$ cat src/rtl/key_press_decoder.sv
// Gesture classifier fed by a key debounce filter: turns press/release flags into
// single-click, double-click, long-press and auto-repeat one-cycle events.
module key_press_decoder #(
    parameter int LONG_CYC    = 50_000_000,
    parameter int DBL_GAP_CYC = 12_500_000,
    parameter int REPEAT_CYC  = 10_000_000,
    parameter int CNT_W       = 26
) (
    input  logic clk,
    input  logic rst,
    input  logic key_flag,
    input  logic key_state,
    output logic single_pulse,
    output logic double_pulse,
    output logic long_pulse,
    output logic repeat_pulse,
    output logic key_held,
    output logic busy
);

    typedef enum logic [2:0] {
        S_IDLE   = 3'd0,
        S_PRESS1 = 3'd1,
        S_WAIT2  = 3'd2,
        S_PRESS2 = 3'd3,
        S_LONG   = 3'd4
    } state_t;

    localparam logic [CNT_W-1:0] LONG_TERM = CNT_W'(LONG_CYC - 1);
    localparam logic [CNT_W-1:0] DBL_TERM  = CNT_W'(DBL_GAP_CYC - 1);
    localparam logic [CNT_W-1:0] REP_TERM  = CNT_W'(REPEAT_CYC - 1);

    state_t           state_q;
    logic [CNT_W-1:0] cnt_q;
    logic             single_q;
    logic             double_q;
    logic             long_q;
    logic             repeat_q;
    logic             held_q;
    logic             busy_q;

    logic press_ev;
    logic rel_ev;

    // Flags whose level matches what the current state already tracks fall through unused.
    assign press_ev = key_flag & ~key_state;
    assign rel_ev   = key_flag & key_state;

    always_ff @(posedge clk) begin
        if (rst) begin
            state_q  <= S_IDLE;
            cnt_q    <= '0;
            single_q <= 1'b0;
            double_q <= 1'b0;
            long_q   <= 1'b0;
            repeat_q <= 1'b0;
            held_q   <= 1'b0;
            busy_q   <= 1'b0;
        end else begin
            single_q <= 1'b0;
            double_q <= 1'b0;
            long_q   <= 1'b0;
            repeat_q <= 1'b0;
            case (state_q)
                S_IDLE: begin
                    if (press_ev) begin
                        state_q <= S_PRESS1;
                        cnt_q   <= '0;
                        held_q  <= 1'b1;
                        busy_q  <= 1'b1;
                    end
                end
                S_PRESS1: begin
                    // A release on the threshold cycle still counts as a short press.
                    if (rel_ev) begin
                        state_q <= S_WAIT2;
                        cnt_q   <= '0;
                        held_q  <= 1'b0;
                    end else if (cnt_q == LONG_TERM) begin
                        state_q <= S_LONG;
                        cnt_q   <= '0;
                        long_q  <= 1'b1;
                    end else begin
                        cnt_q <= cnt_q + CNT_W'(1);
                    end
                end
                S_WAIT2: begin
                    if (press_ev) begin
                        state_q <= S_PRESS2;
                        cnt_q   <= '0;
                        held_q  <= 1'b1;
                    end else if (cnt_q == DBL_TERM) begin
                        state_q  <= S_IDLE;
                        cnt_q    <= '0;
                        single_q <= 1'b1;
                        busy_q   <= 1'b0;
                    end else begin
                        cnt_q <= cnt_q + CNT_W'(1);
                    end
                end
                S_PRESS2: begin
                    if (rel_ev) begin
                        state_q  <= S_IDLE;
                        cnt_q    <= '0;
                        double_q <= 1'b1;
                        held_q   <= 1'b0;
                        busy_q   <= 1'b0;
                    end
                end
                S_LONG: begin
                    if (rel_ev) begin
                        state_q <= S_IDLE;
                        cnt_q   <= '0;
                        held_q  <= 1'b0;
                        busy_q  <= 1'b0;
                    end else if (cnt_q == REP_TERM) begin
                        cnt_q    <= '0;
                        repeat_q <= 1'b1;
                    end else begin
                        cnt_q <= cnt_q + CNT_W'(1);
                    end
                end
                default: begin
                    state_q <= S_IDLE;
                    cnt_q   <= '0;
                    held_q  <= 1'b0;
                    busy_q  <= 1'b0;
                end
            endcase
        end
    end

    assign single_pulse = single_q;
    assign double_pulse = double_q;
    assign long_pulse   = long_q;
    assign repeat_pulse = repeat_q;
    assign key_held     = held_q;
    assign busy         = busy_q;

endmodule

$ cat config.mk
export PLATFORM = sky130hd
export DESIGN_NAME = key_press_decoder
export DESIGN_NICKNAME = d
export VERILOG_FILES = /design/src/rtl/key_press_decoder.sv
export SDC_FILE = /design/constraint.sdc
export NUM_CORES = 1
export LEC_CHECK = 0
export ABC_AREA = 1
export CAP_MARGIN = 0
export CORE_ASPECT_RATIO = 1.75
export CORE_UTILIZATION = 30
export CTS_CLUSTER_DIAMETER = 30
export DETAILED_ROUTE_END_ITERATION = 10
export MAX_ROUTING_LAYER = met4
export REMOVE_ABC_BUFFERS = 1
export SLEW_MARGIN = 20
export SYNTH_ARGS = -nofsm -noshare
export SYNTH_HDL_FRONTEND = slang
export SYNTH_SLANG_ARGS = --single-unit
$ cat constraint.sdc
create_clock -name clk -period 2.11 [get_ports clk]
set_input_delay 0.3165 -clock clk [delete_from_list [all_inputs] [get_ports clk]]
set_output_delay 0.3165 -clock clk [all_outputs]
set_load 0.05 [all_outputs]
# ---- After elaboration in Yosys (flattened, before gate mapping)
# Cells that the tools add are included.
# W data, S select, Z words.
dict set report classes {
  reduce_logical 12
  mux 26
  eq_ne 16
  bitwise 7
  n_addsub 1
}
# cell n
set op_table {}
lappend op_table {{$mux W26} 8}
lappend op_table {{$pmux W26 S5} 1}
lappend op_table {{$eq A26 B24 Y1 const B} 2}
lappend op_table {{$add A26 B1 Y26 const B} 1}
lappend op_table {{$eq A26 B26 Y1 const B} 1}
lappend op_table {{$mux W3} 6}
lappend op_table {{$pmux W3 S4} 1}
lappend op_table {{$reduce_or A3 Y1} 4}
lappend op_table {{$mux W1} 8}
lappend op_table {{$ne A2 B2 Y1 const B} 4}
lappend op_table {{$eq A3 B2 Y1 const B} 2}
lappend op_table {{$ne A2 B1 Y1 const B} 3}
lappend op_table {{$ne A3 B3 Y1 const B} 2}
lappend op_table {{$reduce_or A2 Y1} 3}
lappend op_table {{$not A1 Y1} 5}
lappend op_table {{$reduce_and A5 Y1} 1}
lappend op_table {{$pmux W1 S4} 1}
lappend op_table {{$reduce_and A2 Y1} 2}
lappend op_table {{$reduce_and A4 Y1} 1}
lappend op_table {{$eq A3 B1 Y1 const B} 1}
lappend op_table {{$eq A3 B3 Y1 const B} 1}
lappend op_table {{$logic_not A3 Y1} 1}
lappend op_table {{$and A1 B1 Y1} 2}
lappend op_table {{$pmux W1 S2} 1}
dict set report word_totals {
  inputBits 4
  ff_bits 35
  word_cells 70
}

# ---- Depth between registers and ports, before layout
dict set report logic_depth {
  ltp_word 4
  depth_mapped 11
}

# ---- Least setup slack after synthesis
# No wires, ideal clock.
dict set report synth_timing {
  path_type {register -> register}
  startpoint {register cnt_q[0]}
  endpoint {register cnt_q[22]}
  path_stages_with_launch 12
  path_slack_ns 0.513
  setup_ns 0.114
  arrival_ns 1.483
  n_path_buf 1
  path_cell_list {dfxtp_1 ha_1 nand2_1 nor2_4 nand2_1 nor2_1 nand2_1 nand2_2 nand4_4 nand2_4 buf_6 nor2_1}
}
dict set report synth_between {
  elab_chain_len 4
}
# element line
set synth_lines {}
lappend synth_lines {{start: declaration} 34} ;# logic [CNT_W-1:0] cnt_q;
lappend synth_lines {{start signal: assignment} 84} ;# cnt_q <= cnt_q + CNT_W'(1);
lappend synth_lines {{start signal: assignment} 98} ;# cnt_q <= cnt_q + CNT_W'(1);
lappend synth_lines {{start signal: assignment} 120} ;# cnt_q <= cnt_q + CNT_W'(1);
lappend synth_lines {{$add A26 B1 Y26 (tied with other cells)} {84, 98, 120}}
lappend synth_lines {{$mux W26 (on tied branches)} {116, 79, 92}}
lappend synth_lines {{$mux W26 (on tied branches)} {111, 75, 88}}
lappend synth_lines {{$pmux W26 S5 (*)} 64} ;# case (state_q)
# Mark *: on every way between the ends. The rest lies on a longest branch, timed or not.
# A chain may end at the register's enable or synchronous reset.

# ---- Final worst setup path
dict set report layout_timing {
  startpoint {register cnt_q[1]}
  endpoint {register cnt_q[19]}
}
# Same word-level chain as after synthesis.

==> summary.md <==
| Metric | Value |
|---|---|
| Status | `finished clean` |
| Drt first pass iters | `4` |
| Startpoint Class | `flop` |
| Die Wd | `roughly 63 um` |
| Reg clk slew, reported paths | `around 0.07 ns` |
| HP Class | `reg -> reg` |
| Final setup margin | `between 0.2 and 0.3 ns` |
| Maxcap violations | `0` |
| DP Wirelength | `roughly 4000 um` |
| CTS tree | `yes` |
| H-tree Lvls | `2` |
| Routability Congestion | `about 0.91` |
| Synth cell types | `28` |
| Die ar. | `0.006905 mm^2` |
| PwrDens | `between 500 and 600 mW/mm^2` |
| Number of synthesized register bits | `35` |
| Final Cycle Share | `87.79%` |
| Least-Margin Pin Slew | `roughly 0.5 ns` |
| Worst Path Class, Setup | `reg -> reg` |
| Mean Syn Cell Area | `approximately 6.7 um^2` |
| Sequential fraction of the synthesis area | `35.58%` |
| Main area contributors after synthesis | `dfxtp_1 (36%), nand2_1 (13%), nor2_1 (8.8%)` |
| Path depth of the worst reg2reg path | `10` |
| Hold Path Cell Cnt | `2` |
| # nets final | `~320` |
| Fmax | `approximately 540 MHz` |
| WHS Endpoint | `cnt_q[14]` |
| Area growth, synth to finish | `13.98%` |
| Top-Level Pins | `10` |
| Vias in the first global route | `between 1500 and 2000` |
| Die height | `roughly 110 um` |
| Min-delay src | `cnt_q[14]` |
| Initial drt markers | `between 90 and 100` |
| Synth top area share | `35.58%` |
| Final-report hold violation count | `0` |
| Relative slew margins | `between 60 and 70%` |
| Largest net degree at the start of global routing | `20` |
| Cell count after synthesis | `around 290` |
| Post-Route WL | `5015 um` |
| Place WS | `about 0.075 ns` |
| Clk root buf | `clkbuf_8` |
| Starting Density | `a little under a third` |
| VDD IR max | `0.0002291 V` |
| DP Area | `0.002163 mm^2` |
| Setup bufs post-CTS | `0` |
| Vias post-DR | `between 1500 and 2000` |
| Most common cell after layout, fill and taps aside | `nand2_1` |
| # diodes | `0` |
| CTS sink cnt | `35` |
| Worst R2R Start | `cnt_q[1]` |
| Synth Cell Area | `between 0.0015 and 0.002 mm^2` |
| Core area | `0.006276 mm^2` |
| Num rows | `38` |
| Final core utilization | `between 30% and 40%` |
| CTS Buffer Depth | `2` |
| Post_cts resized | `0` |
| Fin crit period | `roughly 1.9 ns` |
| Final setup fails | `0` |
| Residual DRC | `0` |
| Fillers | `between 600 and 700` |
| CP arrival | `slightly above 2 ns` |
| First-pass GRT wire length | `between 8000 and 9000 um` |
| Total global-route track usage | `roughly 17%` |
| R2r endpoint | `cnt_q[19]` |
| Vias per std cell | `between 4 and 5` |
| Critical Path End Type | `flop` |
| Ys Warns | `0` |
| Fin area | `0.002245 mm^2` |
| Share of cells above drive strength 1 | `roughly 9.3%` |
| RSZ-0062 raised after global routing | `no` |
| Data required, critical path | `approximately 2.3 ns` |
| CTS Buf Count | `5` |
| Detail Route Antenna Nets | `0` |
| Clock Latency Late Sink | `a little under 0.3 ns` |
| I/O Buffers | `9` |
| Fin Setup TNS | `0 ns` |
| Clock skew | `a little under 0.004 ns` |
| Initial antenna violation count | `0` |
| Lkg Pwr | `0.7698 nW` |
| Highest-count cells in the layout ignoring fill and taps | `nand2_1 (69), nor2_1 (46), inv_1 (35), dfxtp_1 (35), nand3_1 (25)` |
| WL/cell | `about 13 um` |
| Register-to-register setup slack | `~0.26 ns` |
| Fin. max-slew vios | `0` |
| Overall Power | `~1.3 mW` |
| Worst-path maximum fanout | `19` |
| Hold buffers post-CTS | `0` |
| Overflow after GRT | `0` |
| Top cell type by total area after synthesis | `dfxtp_1` |
## power by group
part           internal, mW  switching (mW)  leakage, nW
clock                 0.232           0.245       0.0422
combinational        0.0503           0.108        0.445
sequential            0.671         0.00841        0.283
## flip-flops by register name (all words and copies together), names as in the netlist
signal,cells
key_held,1
cnt_q,26
repeat_pulse,1
state_q,3
double_pulse,1
busy,1
single_pulse,1
long_pulse,1
## cell families after synthesis
kind of cell | count (synthesis) | share of synthesized area, %
and+or+nand+nor | 182 | 43.33
buffers and inverters | 39 | 8.195
DFF | 35 | 35.58
AOI/OAI and AO/OA | 25 | 6.925
xor gates and xnor gates | 12 | 5.337
adders and majority gates | 1 | 0.6352
## worst max-delay path by stage
| stage | startpoint | endpoint | slack [ns] | depth (start not counted) |
|---|---|---|---|---|
| 2_1_floorplan | cnt_q[0] | cnt_q[13] | 0.58 | 10 |
| 3_3_place_gp | key_flag | cnt_q[13] | 0.1 | 9 |
| 3_5_place_dp | key_flag | cnt_q[13] | 0.08 | 9 |
| 4_1_cts | cnt_q[1] | cnt_q[19] | 0.24 | 10 |
| 5_1_grt | cnt_q[0] | cnt_q[0] | 0.04 | 10 |
| 6_report | cnt_q[1] | cnt_q[19] | 0.26 | 10 |
## final cells by class
type                    count  area (um^2)  area share [%]
clock buffers               7        76.32           3.400
inverters                  36        135.1           6.020
repair buffers             13        120.1           5.351
multi-input cells         220         1107           49.33
clock inverters             1        5.005          0.2230
flip-flops and latches     35        700.7           31.22
well taps                  80        100.1           4.459
## through the flow
stage | std cells | hold slack [ns]
after floorplan | 291 | 0.3856
final | 392 | 0.4910
after global placement | 384 | 0.4677
after global routing | 392 | 0.5173
after CTS | 392 | 0.4891
after detailed placement | 384 | 0.4793
## synthesized netlist by cell type, drive strengths merged
library cell  number
a21oi             16
a31oi              1
buf                2
clkbuf             1
dfxtp             35
ha                 1
inv               36
nand2             74
nand3             26
nand3b             1
nand4             11
nor2              55
nor3              13
nor4               2
o211ai             1
o21ai              4
o21bai             2
o31ai              1
xnor2              2
xor2              10
## worst max-delay path, cell delays in order (launching register included)
cell	delay [ns]
dfxtp_1	0.36
ha_1	0.18
nand2_1	0.10
nor2_4	0.17
nand2_1	0.10
nor2_1	0.14
nand2_1	0.11
nand2_2	0.11
nand4_4	0.16
nand2_4	0.23
nor2_1	0.08
## metal layers
layer	up-vias	global-route usage [%]	routed length, um
met5	-	-	0
met4	0	14.45	350
met3	26	2.929	146
met2	51	32.41	2715
met1	870	13.98	1802
li1	984	-	-
Note: power is estimated with default switching activity, not from simulation.
